`config.mk`:
```
export PLATFORM = sky130hd
export DESIGN_NAME = storage_cell_bank
export DESIGN_NICKNAME = d
export VERILOG_FILES = /design/src/rtl/storage_cell_bank.sv
export SDC_FILE = /design/constraint.sdc
export NUM_CORES = 1
export LEC_CHECK = 0
export BUFFER_PORTS_ARGS = -buffer_cell sky130_fd_sc_hd__buf_4
export CAP_MARGIN = 30
export CORE_MARGIN = 5
export CORE_UTILIZATION = 45
export DETAILED_ROUTE_END_ITERATION = 6
export PLACE_DENSITY = 0.72
export SLEW_MARGIN = 20
export SYNTH_ARGS = -nofsm -noshare
export SYNTH_HDL_FRONTEND = slang
export SYNTH_SLANG_ARGS = --single-unit
```
`constraint.sdc`:
```
create_clock -name clk -period 1.95 [get_ports clk]
set_input_delay 0 -clock clk [delete_from_list [all_inputs] [get_ports clk]]
set_output_delay 0 -clock clk [all_outputs]
set_load 0.01 [all_outputs]
```
`src/rtl/storage_cell_bank.sv`:
```
// rtl/storage_cell_bank.sv - bank of runtime-configurable clocked 1-bit storage cells with saturating transition counters; optional JK mode via STORAGE_CELL_BANK_JK_EN
module storage_cell_bank #(
    parameter int                  CHANNELS    = 4,
    parameter int                  CNT_W       = 8,
    parameter logic [CHANNELS-1:0] RST_VAL     = {CHANNELS{1'b0}},
    parameter bit                  SR_RST_PRIO = 1'b1,
    localparam int                 SEL_W       = (CHANNELS > 1) ? $clog2(CHANNELS) : 1
) (
    input  logic                clk,
    input  logic                reset,
    input  logic                cfg_we,
    input  logic [SEL_W-1:0]    cfg_ch,
    input  logic [2:0]          cfg_mode,
    input  logic [CHANNELS-1:0] a,
    input  logic [CHANNELS-1:0] b,
    output logic [CHANNELS-1:0] q,
    output logic [CHANNELS-1:0] qn,
    input  logic [SEL_W-1:0]    rd_ch,
    input  logic                cnt_clr,
    output logic [CNT_W-1:0]    rd_cnt
);

    typedef enum logic [2:0] {
        MODE_DFF = 3'd0,
        MODE_SR  = 3'd1,
        MODE_CEL = 3'd2,
        MODE_TFF = 3'd3,
        MODE_JK  = 3'd4
    } mode_e;

    // Raw 3-bit mode per channel; values 5-7 (and 4 without JK) are hold.
    logic [2:0]          mode  [CHANNELS];
    logic [CNT_W-1:0]    cnt   [CHANNELS];
    logic [CHANNELS-1:0] q_nxt;

    assign qn = ~q;

    // Next-state of every cell from its current mode and sampled a/b.
    always_comb begin
        q_nxt = q;
        for (int i = 0; i < CHANNELS; i++) begin
            case (mode[i])
                MODE_DFF: begin
                    if (b[i]) q_nxt[i] = a[i];
                end
                MODE_SR: begin
                    if (a[i] && b[i])  q_nxt[i] = ~SR_RST_PRIO;
                    else if (a[i])     q_nxt[i] = 1'b1;
                    else if (b[i])     q_nxt[i] = 1'b0;
                end
                MODE_CEL: begin
                    if (a[i] == b[i]) q_nxt[i] = a[i];
                end
                MODE_TFF: begin
                    if (b[i])      q_nxt[i] = 1'b0;
                    else if (a[i]) q_nxt[i] = ~q[i];
                end
`ifdef STORAGE_CELL_BANK_JK_EN
                MODE_JK: begin
                    case ({a[i], b[i]})
                        2'b10:   q_nxt[i] = 1'b1;
                        2'b01:   q_nxt[i] = 1'b0;
                        2'b11:   q_nxt[i] = ~q[i];
                        default: q_nxt[i] = q[i];
                    endcase
                end
`endif
                default: q_nxt[i] = q[i];
            endcase
        end
    end

    // Cell state register; reset overrides every other update.
    always_ff @(posedge clk) begin
        if (reset) q <= RST_VAL;
        else       q <= q_nxt;
    end

    // Mode registers; the write edge itself still evaluates the old mode.
    // Out-of-range cfg_ch matches no channel and is therefore dropped.
    always_ff @(posedge clk) begin
        for (int i = 0; i < CHANNELS; i++) begin
            if (reset)
                mode[i] <= MODE_DFF;
            else if (cfg_we && (cfg_ch == SEL_W'(i)))
                mode[i] <= cfg_mode;
        end
    end

    // Saturating transition counters; a clear beats a same-edge transition.
    always_ff @(posedge clk) begin
        for (int i = 0; i < CHANNELS; i++) begin
            if (reset)
                cnt[i] <= '0;
            else if (cnt_clr && (rd_ch == SEL_W'(i)))
                cnt[i] <= '0;
            else if ((q_nxt[i] != q[i]) && (cnt[i] != {CNT_W{1'b1}}))
                cnt[i] <= cnt[i] + 1'b1;
        end
    end

    // Counter read mux; an out-of-range select reads zero.
    always_comb begin
        rd_cnt = '0;
        for (int i = 0; i < CHANNELS; i++) begin
            if (rd_ch == SEL_W'(i)) rd_cnt = cnt[i];
        end
    end

endmodule

```
==> results of run 1 <==
cell families after synthesis:
kind of cell               Yosys count
adders and majority gates            4
and+or+nand+nor                    121
xor gates and xnor gates            28
DFF                                 48
buffers and inverters               19
muxes                                8
AOI/OAI and AO/OA                   47
cells in the final DEF (no fill, tap or decap), types with 2 or more instances in the layout:
master,netlist,final
sky130_fd_sc_hd__buf_4,0,47
sky130_fd_sc_hd__edfxtp_1,44,44
sky130_fd_sc_hd__nor2_1,25,25
sky130_fd_sc_hd__nor3_1,22,21
sky130_fd_sc_hd__xnor2_1,20,20
sky130_fd_sc_hd__nand2_1,15,14
sky130_fd_sc_hd__and2_1,14,14
sky130_fd_sc_hd__nand3_1,13,13
sky130_fd_sc_hd__inv_1,11,11
sky130_fd_sc_hd__nor4_1,11,11
sky130_fd_sc_hd__mux4_2,8,8
sky130_fd_sc_hd__xor2_1,8,8
sky130_fd_sc_hd__o21ai_0,8,8
sky130_fd_sc_hd__o21bai_1,8,7
sky130_fd_sc_hd__and3_1,7,7
sky130_fd_sc_hd__a21oi_1,6,6
sky130_fd_sc_hd__a211oi_1,5,5
sky130_fd_sc_hd__clkbuf_8,0,5
sky130_fd_sc_hd__nand2b_1,4,4
sky130_fd_sc_hd__ha_1,4,4
sky130_fd_sc_hd__dlygate4sd3_1,0,4
sky130_fd_sc_hd__dfxtp_1,4,4
sky130_fd_sc_hd__a31o_2,3,3
sky130_fd_sc_hd__a21boi_0,3,3
sky130_fd_sc_hd__o31a_1,2,2
sky130_fd_sc_hd__nand4_1,2,2
sky130_fd_sc_hd__o21ai_1,2,2
sky130_fd_sc_hd__nor3b_1,3,2
final cells by class:
| type | count | share of cell area [%] |
|---|---|---|
| timing repair buffer | 51 | 11.27 |
| tap | 77 | 2.763 |
| multi-input combinational | 208 | 42.02 |
| sequential | 48 | 40.19 |
| clock buffer | 5 | 1.973 |
| inverter | 11 | 1.184 |
| clock inverter | 3 | 0.6100 |
through the flow:
| step | worst slack [ns] | power [mW] | util (%) |
|---|---|---|---|
| finish | 0.06575 | 2.384 | 54.92 |
| global route | 0.01942 | 2.507 | 54.92 |
| CTS | 0.04540 | 2.398 | 54.72 |
| detailed placement | 0.06857 | 1.799 | 52.67 |
| global placement | 0.1295 | 1.791 | 52.67 |
| floorplan | 0.03197 | 1.598 | - |
per-layer routing:
| layer | vias up | global-route usage, % | wire length [microns] |
|---|---|---|---|
| li1 | 1132 | - | - |
| met1 | 1099 | 19.62 | 2768 |
| met2 | 46 | 25.91 | 3130 |
| met3 | 7 | 3.333 | 226 |
| met4 | 0 | 4.591 | 87 |
| met5 | - | 0 | 0 |
repair_timing:
| item | in CTS | in global routing |
|---|---|---|
| endpoints found under the setup margin | 0 | 10 |
| gates resized for setup | 0 | 3 |
| hold buffers | 4 | 0 |
| hold endpoints to repair | 10 | 0 |
cells in the mapped netlist (all sizes together):
master	n	area, sq um
nor2	25	93.84
nand3	13	65.06
a22o	1	8.760
xor2	8	70.07
nand4	2	12.51
ha	4	50.05
or3b	1	8.760
and2	14	87.58
o21bai	8	60.06
or3	1	6.260
nor4	11	68.82
nor3	22	110.1
nand2	15	56.30
a311oi	1	15.01
o21ai	10	50.05
o31ai	1	7.510
and3b	1	8.760
mux4	8	180.2
a311o	1	10.01
a31o	3	26.28
nor2b	1	6.260
buf	4	25.02
inv	11	41.29
o31a	2	17.52
nor3b	3	22.52
a21boi	3	22.52
nand2b	4	25.02
a211oi	5	37.54
and3	8	51.30
o211ai	2	20.02
o211a	1	10.01
dfxtp	4	80.08
a21o	1	7.510
xnor2	20	175.2
a21oi	6	30.03
a32o	1	10.01
a22oi	1	12.51
edfxtp	44	1321
clkbuf	4	16.26
sequential cells by signal, indices dropped and copies added (netlist names):
signal,cells
mode,12
cnt,32
q,4
power by group through the flow:
stage / clock network [mW] / registers, mW / logic (mW)
floorplan: 0 / 1.32 / 0.279
global placement: 0 / 1.35 / 0.444
detailed placement: 0 / 1.35 / 0.448
CTS: 0.613 / 1.33 / 0.458
global route: 0.660 / 1.34 / 0.504
finish: 0.597 / 1.33 / 0.458
worst reg2reg max path: stages (launching register included):
cell,delay (ns)
sky130_fd_sc_hd__edfxtp_1,0.40
sky130_fd_sc_hd__ha_1,0.24
sky130_fd_sc_hd__and3_1,0.21
sky130_fd_sc_hd__and3_1,0.22
sky130_fd_sc_hd__a31o_2,0.26
sky130_fd_sc_hd__o21bai_2,0.10
sky130_fd_sc_hd__buf_4,0.17
worst paths after layout:
check                                              from                 endpoint  depth (start not counted)
worst max-delay path            cnt[3][0]$_SDFFCE_PN0P_  cnt[3][5]$_SDFFCE_PN0P_                          6
worst min-delay path                               a[3]          q[3]$_SDFF_PP0_                          3
worst max register to register  cnt[3][0]$_SDFFCE_PN0P_  cnt[3][5]$_SDFFCE_PN0P_                          6
worst min register to register          q[2]$_SDFF_PP0_          q[2]$_SDFF_PP0_                          2
==> results, run 1 <==
- The flow ran to the end, and the final reports show no timing, DRC or antenna violations.
- In the final layout, the share of cells above drive strength 1 is 23.01%.
- For this configuration, the core starts out at a cell density of 46.11%.
- The remaining max-slew budget at the tightest pin is 74.65%.
- The final weighted congestion in routability-driven placement is 0.8013.
- The initial DRC count is 131.
- The wire length after detailed routing is 6212 microns.
- The width of the die is 90.66 microns.
- The CTS tree is done.
- Before antenna repair, the detailed router went through 4 iterations.
- Of the available clock period, the critical path in the final layout requires 96.63%.
- The number of buffer cells added on primary ports is 34.
- In this run the power spent charging and discharging nets is 0.6728 mW.
- The number of rows created at floorplan is 29.
- After the flow finishes, the layout carries non-filler instances totaling 403.
- The xor and xnor fraction of the mapped netlist area is 8.376%.
- The global-route wire length before repair is 10320 microns.
- The share of synthesized cell area in and, or, nand and nor gates is 21.28%.
- The clock sink count is 48.
- In this run the vertical extent of the chip is 90.66 microns.
- The deepest level of the CTS H-tree is 2.
- The worst setup path is launched from a flip-flop.
- The data arrival time of the critical path is 1.91 ns.
- The count of nets left with antenna violations once routing finished came out at 0.
- The critical path goes through ha_1 > and3_1 > and3_1 > a31o_2 > o21bai_2 > buf_4.
- The repair_antennas step left the layout with diodes totalling 0.
- After detailed routing, the number of vias per cell comes to 5.667.
- The total global-route track usage is 15.34%.
- In the final layout, the multi-input gates occupy 1465 sq um.
- The via count of the first global-routing pass is 2165.
- The critical path in this run is classified as flip-flop to flip-flop.
- The tightest min-delay check is of the primary input to flip-flop type.
- The net count of the mapped netlist is 298.
- The maximum net fanout on the critical path is 8.
- After technology mapping, the gate count stands at 275.
- The number of hold-slack violations in the final timing report came to 0.
- Internal power comes to 1.711 mW.
- The complex-gate fraction of the synthesized area is 11.79%.
- VDD sags by at most 393.4 uV.
- The final worst clock skew is 0.01029 ns.
- In the final routed layout, each cell accounts on average for 15.41 microns.
- The sequential cell area is 1401 sq um.
- In the routed design, unresolved DRC markers number 0.
- The family with the most delay on the worst path is simple AND/OR/NAND/NOR gates.
- The max-slew violation total from the final report is 0.
- The initial antenna violation count was 0.
- The nature of the critical path endpoint is a flip-flop.
- The most frequent cell on the critical path is sky130_fd_sc_hd__and3_1.
- Combinational logic is responsible for 19.2% of the overall power.
- Registers are responsible for 55.7% of the overall power.
- The combinational family with the most area after synthesis is simple AND/OR/NAND/NOR gates.
- The latest clock arrival within the worst-skew pair is 0.31 ns.
- Setup violations remaining at the end of the flow were counted as 0.
- The clock root buffer is sky130_fd_sc_hd__clkbuf_8.
- The slowest library cell on the worst path is sky130_fd_sc_hd__edfxtp_1.
- The floorplan step defined a core boundary enclosing 6350 sq um.
- Net switching is 28.22% of the power.
- Counting both buffers and inverters, the worst setup path holds a total of 1.
- The net total in the final layout is 348.
- Setup repair after global routing left no endpoint under its margin.
- The clock passes through at most 2 buffers.
- The area overhead of the layout relative to synthesis is 19.10%.
- The sum of negative setup slack is 0 ns.
- The post-place instance area is 3344 sq um.
- The proportion of power drawn by the clock network is 25.1%.
- For this run, the register share of the synthesized area comes to 47.86%.
- The area share of fa/ha/maj cells after synthesis is 1.709%.
- Data on the critical path is required at its endpoint by 1.97 ns.
- The leakage power total is 1.259 nW.
- The post-detailed-placement half-perimeter wirelength is 4727 microns.
- The total overflow left after global routing is 0.
- The number of clock buffers inserted by TritonCTS is 5.
- The via count is 2284.
- The I/O pin count is 35.
- The multiplexer share of the synthesized area is 6.154%.
- The post-route standard cell area excluding fillers is 3487 sq um.
- The slack of the worst reg-to-reg path is 0.07 ns.
- The number of inserted filler cells in the final layout is 539.
- The distinct cell type count after synthesis is 45.
- For the pin with the worst max-slew slack, the measured transition is 0.3779 ns.
- The max-capacitance violation count is 0.
- In this run, placement finished with an instance count of 391.
- The mean instance size in the synthesized netlist is 10.65 sq um.
- Counting I/O delays and the setup requirement, the final critical path takes 1.884 ns.
- The power density relative to cell area is 683.7 nW/um^2.
- For this run, the slowest stage of the critical path takes 0.40 ns.
- The pin count of the biggest net entering global routing is 18.
- The floorplan step defined a die boundary enclosing 8219 sq um.
- Summing every instance area after synthesis gives 2928 sq um.
- The final hold slack is 0.01489 ns.
- After synthesis the netlist holds a flip-flop and latch count of 48.
- The Yosys step of the flow raised 0 warnings.
- Clock-pin slew was measured on the worst setup and hold paths at 0.09 ns.
- The peak clock frequency supported by timing is 0.5307 GHz.
- After clock tree synthesis, the setup repair step added 0 buffers.
Note: power is estimated with default switching activity, not from simulation.
==> inputs of run 2 (changes only) <==
--- a/config.mk
+++ b/config.mk
@@ -7,10 +7,11 @@
 export LEC_CHECK = 0
 export BUFFER_PORTS_ARGS = -buffer_cell sky130_fd_sc_hd__buf_4
 export CAP_MARGIN = 30
+export CORE_ASPECT_RATIO = 1.25
 export CORE_MARGIN = 5
 export CORE_UTILIZATION = 45
 export DETAILED_ROUTE_END_ITERATION = 6
-export PLACE_DENSITY = 0.72
+export PLACE_DENSITY_LB_ADDON = 0.25
 export SLEW_MARGIN = 20
 export SYNTH_ARGS = -nofsm -noshare
 export SYNTH_HDL_FRONTEND = slang
==> constraint.sdc (replaced) <==
create_clock -name clk -period 1.95 [get_ports clk]
set_input_delay 0.0975 -clock clk [delete_from_list [all_inputs] [get_ports clk]]
set_output_delay 0.0975 -clock clk [all_outputs]
set_load 0.01 [all_outputs]
==> run 2 against run 1 <==
Against the previous run: global-route usage is 0.48 points higher; register-to-register slack hardly changed; wire length fell by 1.4%; critical path type unchanged; largest cell class unchanged.
==> results, run 2 (same netlist as run 1, synthesis figures left out) <==
- The run finished with clean final reports.
- For this run the aggregate overflow at the end of global routing stands at 0.
- The pin count of the biggest net entering global routing is 18.
- The uppermost layer routed is met4.
- VDD sags by at most 334.8 uV.
- The largest registers in the layout are cnt x32, mode x12, q x4.
- The post-route netlist has 22.70% of its cells at a drive strength greater than 1.
- The leakage power total is 1.261 nW.
- The initial DRC count is 130.
- The nature of the critical path endpoint is a flip-flop.
- Setup repair after global routing left no endpoint under its margin.
- The worst hold-check path type is primary input to flip-flop.
- Timing analysis after detailed placement gives a worst setup slack of 0.08533 ns.
- The total global-route track usage is 15.83%.
- The kind of critical path is flip-flop to flip-flop.
- The element type at the critical path start is a flip-flop.
- Clock tree synthesis found a total of 48 sinks.
- Timing would allow up to 0.5322 GHz.
- In the detailed route, the total length drawn on met2 is 3149 microns.
- The top cell types in the final layout, fill and taps aside, are 51 x sky130_fd_sc_hd__buf_4, 44 x sky130_fd_sc_hd__edfxtp_1, 25 x sky130_fd_sc_hd__nor2_1, 22 x sky130_fd_sc_hd__nor3_1, 20 x sky130_fd_sc_hd__xnor2_1.
- The chip height is 100.2 microns.
- The via count is 2252.
- During placement, the flow inserted port buffers numbering 34.
- The area overhead of the layout relative to synthesis is 18.68%.
- The clock reaches the later pin of the worst-skew pair after 0.30 ns.
- The number of optimization iterations in the first detailed-route pass is 4.
- The max-capacitance violation count is 0.
- The register name with the most flops is cnt.
- The I/O pin count is 35.
- The number of placed instances with taps included is 403.
- Of all nets on the critical path, the largest fanout is 5.
- The final cycle utilization of the critical path is 96.36%.
- The number of hold-slack violations in the final timing report was 0.
- The design draws 2.401 mW.
- Traced cell by cell, the critical path runs through ha_1 > and3_1 > and3_1 > a31o_2 > o21bai_2 > buf_4.
- The initial antenna violation count is 0.
- The data arrival time of the critical path is 1.90 ns.
- Counting along the longest clock path gives a buffer depth of 2.
- The clock period could shrink to 1.879 ns.
- The most frequent cell on the critical path is sky130_fd_sc_hd__and3_1.
- The per-cell via count in the routed design is 5.479.
- Final hold analysis gives a worst-case slack of 0.1024 ns.
- The peak per-stage delay on the critical path is 0.40 ns.
- The cell sitting at the root of the clock tree is a sky130_fd_sc_hd__clkbuf_8.
- The number of resized instances in the post-cts repair step is 0.
- Summed over all nets, wire length on met3 after detailed routing comes to 284 microns.
- Counting the buffers created by CTS gives 5.
- The routed length on met1 is 2606 microns.
- In the post-route analysis, the smallest setup slack over all paths is 0.07102 ns.
- The placeable core region is 6246 sq um.
- Power spread over the standard cell area amounts to 691.0 nW/um^2.
- Setup violations remaining at the end of the flow were counted as 0.
- Across the routed clock network, the largest skew measured is 0.01285 ns.
- Once detailed placement completed, the half-perimeter wirelength came to 4774 microns.
- The number of flip-flops under the largest register name is 32.
- The routed length per placed instance is 14.90 microns.
- The number of setup buffers added after CTS is 0.
- At the worst endpoint, the required time is 1.98 ns.
- Routability-driven placement finished with a final weighted congestion of 0.7740.
- The post-detailed-route count of antenna-violating nets is 0.
- The floorplan step defined a die boundary enclosing 8229 sq um.
- The CTS tree is done.
- In this run, post-CTS hold repair placed 0 buffers.
- Leaving out fill and tap cells, the most frequent cell in the layout is sky130_fd_sc_hd__buf_4.
- The count of placed standard cells in the final layout, fillers left out is 411.
- The via count of the first global-routing pass was 2178.
- The DRC violations left is 0.
- The remaining max-slew budget at the tightest pin is 75.02%.
- The max-slew violation total from the final report is 0.
- The starting utilization of the core area is 46.88%.
- After the last flow step, the layout net total stands at 348.
- The deepest level of the CTS H-tree is 2.
- The global-route wire length before repair is 10100 microns.
- The count of antenna diodes in the layout is 0.
- On the critical path, the stage with the largest delay is an instance of sky130_fd_sc_hd__edfxtp_1.
- The width of the die is 82.15 microns.
- The number of rows created at floorplan is 32.
- The transition time of the tightest slew-check pin is 0.3740 ns.
- The sum of negative setup slack is 0 ns.
- The wire length after detailed routing is 6124 microns.
- Fill cells in the final layout number 563.
- The clock transition at the registers of the reported paths is 0.08 ns.
[run 2: metal layers]
metal / track usage [%] / vias to the layer above
met3: 2.962 / 6
li1: - / 1126
met4: 4.604 / 0
met5: 0 / -
met1: 20.19 / 1075
met2: 27.01 / 45
[run 2: worst max-delay path, delay by kind of cell, from the launching register on]
family	cells	cell delay, ns
DFF	1	0.40
and+or+nand+nor	2	0.42
buffers and inverters	1	0.16
AOI/OAI and AO/OA	2	0.39
adders and majority gates	1	0.24
[run 2: layout make-up]
type,count,area (sq um),area share (%)
tap,85,106.4,3.061
timing repair buffer,51,382.9,11.02
multi-input combinational,208,1453,41.81
clock buffer,8,90.09,2.593
sequential,48,1401,40.33
inverter,11,41.29,1.188
[run 2: worst paths after layout]
path | from | to | slack, ns | depth (start not counted)
worst min-delay path | cfg_mode[2] | mode[3][2]$_SDFFCE_PN0P_ | 0.10 | 2
worst max register to register | cnt[3][0]$_SDFFCE_PN0P_ | cnt[3][0]$_SDFFCE_PN0P_ | 0.07 | 6
worst max-delay path | cnt[3][0]$_SDFFCE_PN0P_ | cnt[3][0]$_SDFFCE_PN0P_ | 0.07 | 6
worst min register to register | q[2]$_SDFF_PP0_ | q[2]$_SDFF_PP0_ | 0.53 | 2
[run 2: per-stage QoR]
step,instance area [sq um],utilization (%)
2_1_floorplan,2937,-
3_3_place_gp,3385,54.19
3_5_place_dp,3385,54.19
4_1_cts,3475,55.63
5_1_grt,3475,55.63
6_report,3475,55.63
[run 2: report_power, final]
| part | internal (mW) | switching [mW] | total [mW] |
|---|---|---|---|
| clock | 0.290 | 0.324 | 0.614 |
| sequential | 1.22 | 0.102 | 1.32 |
| combinational | 0.237 | 0.226 | 0.463 |
==> inputs of run 3 (changes only) <==
--- a/config.mk
+++ b/config.mk
@@ -10,6 +10,7 @@
 export CORE_ASPECT_RATIO = 1.25
 export CORE_MARGIN = 5
 export CORE_UTILIZATION = 45
+export CTS_BUF_LIST = sky130_fd_sc_hd__clkbuf_8
 export DETAILED_ROUTE_END_ITERATION = 6
 export PLACE_DENSITY_LB_ADDON = 0.25
 export SLEW_MARGIN = 20
==> run 3 against run 2 <==
Against the previous run: hold slack worse by 0.0015 ns; core utilization stayed put; flip-flop and latch count is the same; critical path type unchanged; highest routed layer unchanged.
==> results, run 3 (same netlist as run 1, synthesis figures left out) <==
- The flow ran to the end, and the final reports show no timing, DRC or antenna violations.
- The busiest layer in global routing is met2.
- In the global route stage, met1 resource usage came out at 20.19%.
- Along the worst hold path, the cell count comes to 2.
- The via count of the first global-routing pass is 2178.
- The number of resized instances in the post-cts repair step is 0.
- Setup repair after global routing left no endpoint under its margin.
- In this run the post-CTS setup repair buffer count came out at 0.
- The clock net in this run drives a total of 48 sinks.
- The slowest stage of the critical path belongs to the cell sky130_fd_sc_hd__edfxtp_1.
- Before CTS, the worst setup slack after placement is 0.08533 ns.
- The count of buffers added on input and output ports is 34.
- The per-cell via count in the routed design is 5.479.
- The start point of the worst hold path is cfg_mode[2].
- Counting stages on the worst path, the most repeated cell is sky130_fd_sc_hd__and3_1.
- The leakage power total is 1.270 nW.
- The quantity of hold-fixing buffers added after cts is 0.
- The initial DRC count is 130.
- For met3 alone, demand over resource in global routing was 2.962%.
- The required time of the worst setup path is 1.98 ns.
- The total global-route track usage is 15.83%.
- The worst path meets setup with 0.07099 ns of slack.
- Of the cells placed in the final design, the portion with a size suffix greater than 1 is 22.70%.
- The initial antenna violation count was 0.
- The most common cell after layout, fill and taps aside is sky130_fd_sc_hd__buf_4.
- The path with the worst hold slack has its endpoint at mode[3][2]$_SDFFCE_PN0P_.
- The reg-to-reg critical path startpoint is cnt[3][0]$_SDFFCE_PN0P_.
- Measured along the x axis, the die boundary spans 82.15 microns.
- In this run the number of H-tree levels came out at 2.
- The top cell types in the final layout, fill and taps aside, are 51 x sky130_fd_sc_hd__buf_4, 44 x sky130_fd_sc_hd__edfxtp_1, 25 x sky130_fd_sc_hd__nor2_1, 22 x sky130_fd_sc_hd__nor3_1, 20 x sky130_fd_sc_hd__xnor2_1.
- Setup total negative slack on the finished layout was measured at 0 ns.
- The power density relative to cell area is 688.6 nW/um^2.
- The clock root buffer is sky130_fd_sc_hd__clkbuf_8.
- The floorplan step defined a die boundary enclosing 8229 sq um.
- At the worst endpoint, the arrival time is 1.90 ns.
- The routed design has 6127 microns of wire.
- After routing the design area is 3475 sq um.
- Along the worst path, the maximum fanout reaches 5.
- The setup check on the worst reg-to-reg path leaves a slack of 0.07 ns.
- After clock tree synthesis, the clock-pin slew on the worst setup and hold paths is 0.08 ns.
- The number of rows created at floorplan is 32.
- The worst setup path is launched from a flip-flop.
- The min-delay analysis places its worst path in the category primary input to flip-flop.
- The routed length per placed instance is 14.91 microns.
- The internal power component is 1.738 mW.
- The area growth from synthesis to layout is 18.68%.
- The endpoint identified for the worst register-to-register timing path is cnt[3][0]$_SDFFCE_PN0P_.
- The via count is 2252.
- The overall overflow remaining after global route is 0.
- Counting flops per register, the top entry is cnt.
- Across the run, the number of max-cap violations was 0.
- Once placement completed, the tool counted placed cells totaling 403.
- In the global route stage, met2 resource usage came out at 27.01%.
- The CTS tree is done.
- The clock arrives with 0.01159 ns of skew.
- The buffer depth of the longest clock path is 2.
- Entering global routing, the biggest net connects 18 pins.
- The count of placed standard cells in the final layout, fillers left out is 411.
- Power comes to 2.393 mW.
- The post-detailed-route count of antenna-violating nets is 0.
- For this design the top-level I/O count stands at 35.
- Once detailed placement completed, the half-perimeter wirelength came to 4774 microns.
- The nature of the critical path endpoint is a flip-flop.
- For the pin with the worst max-slew slack, the measured transition is 0.3740 ns.
- The DRC violations left is 0.
- The number of clock buffers inserted by TritonCTS is 5.
- In this design, the stage delay of the slowest critical-path cell is 0.40 ns.
- Measured against its own limit, the worst slew margin works out to 75.02%.
- The kind of critical path is flip-flop to flip-flop.
- Walking the worst path, the cells encountered are ha_1 > and3_1 > and3_1 > a31o_2 > o21bai_2 > buf_4.
- The time the final worst path needs with I/O delays and setup is 1.879 ns.
- The max-slew violation total from the final report was 0.
- The worst-case reg-to-reg path depth is 6.
- Summing all placed instances gives a cell area of 3385 sq um.
- The net count of the finished layout is 348.
- The number of hold-slack violations in the final timing report came to 0.
- The largest registers in the layout are cnt x32, mode x12, q x4.
- The worst ir drop on vdd is 334.6 uV.
- The global-route wire length before repair is 10100 microns.
- Cells fill 55.63% of the core in the end.
- Sequential cells burn 55.3% of the power.
- The clock reaches the later pin of the worst-skew pair after 0.30 ns.
- The number of optimization iterations in the first detailed-route pass is 4.
- The register with the most flip-flops in the layout has 32 of them.
- The clock network burns 25.3% of the power.
- The count of antenna diodes in the layout is 0.
- The die is 100.2 microns tall.
- The final weighted congestion in routability-driven placement is 0.7740.
- Final hold analysis gives a worst-case slack of 0.1009 ns.
- The final cycle utilization of the critical path is 96.36%.
- Derived from the worst setup path, the maximum achievable clock frequency is 0.5322 GHz.
- The starting utilization of the core area is 46.88%.
- The power share of the combinational group is 19.4%.
- Setup violations remaining at the end of the flow were counted as 0.
- In this run switching power makes up 27.36% of total power.
- The net switching power is 0.6545 mW.
- The placeable core region is 6246 sq um.
run 3: changes by cell type in the layout (fill, tap and decap cells not counted):
cell	change
sky130_fd_sc_hd__clkbuf_1	-2
sky130_fd_sc_hd__inv_1	+2
run 3: critical path: cells and delay by family, from the launching register on:
kind	cells	cell delay (ns)
buf+inv	1	0.16
compound gates	2	0.39
simple gates	2	0.42
fa+ha+maj	1	0.24
flops	1	0.40
run 3: power by group through the flow:
stage / sequential (mW) / combinational (mW) / clock, mW
global placement: 1.34 / 0.459 / 0
floorplan: 1.32 / 0.279 / 0
global route: 1.34 / 0.506 / 0.665
detailed placement: 1.35 / 0.465 / 0
CTS: 1.32 / 0.467 / 0.625
finish: 1.32 / 0.463 / 0.606
run 3: layout make-up:
type	instances	area (sq um)
tap	85	106.4
clock inverter	2	7.507
fill	563	2771
timing repair buffer	51	382.9
inverter	11	41.29
multi-input combinational	208	1453
sequential	48	1401
clock buffer	6	82.58
run 3: worst max-delay path by stage:
stage,start,to
floorplan,cnt[3][0]$_SDFFCE_PN0P_,cnt[3][0]$_SDFFCE_PN0P_
global placement,cnt[3][0]$_SDFFCE_PN0P_,cnt[3][3]$_SDFFCE_PN0P_
detailed placement,cnt[3][0]$_SDFFCE_PN0P_,cnt[3][1]$_SDFFCE_PN0P_
CTS,cnt[3][0]$_SDFFCE_PN0P_,cnt[3][0]$_SDFFCE_PN0P_
global route,cnt[3][0]$_SDFFCE_PN0P_,cnt[3][1]$_SDFFCE_PN0P_
finish,cnt[3][0]$_SDFFCE_PN0P_,cnt[3][0]$_SDFFCE_PN0P_
run 3: metal layers:
metal	share of wire, %	up-vias
li1	-	1126
met2	51	45
met1	43	1075
met4	1.3	0
met5	0	-
met3	4.6	6
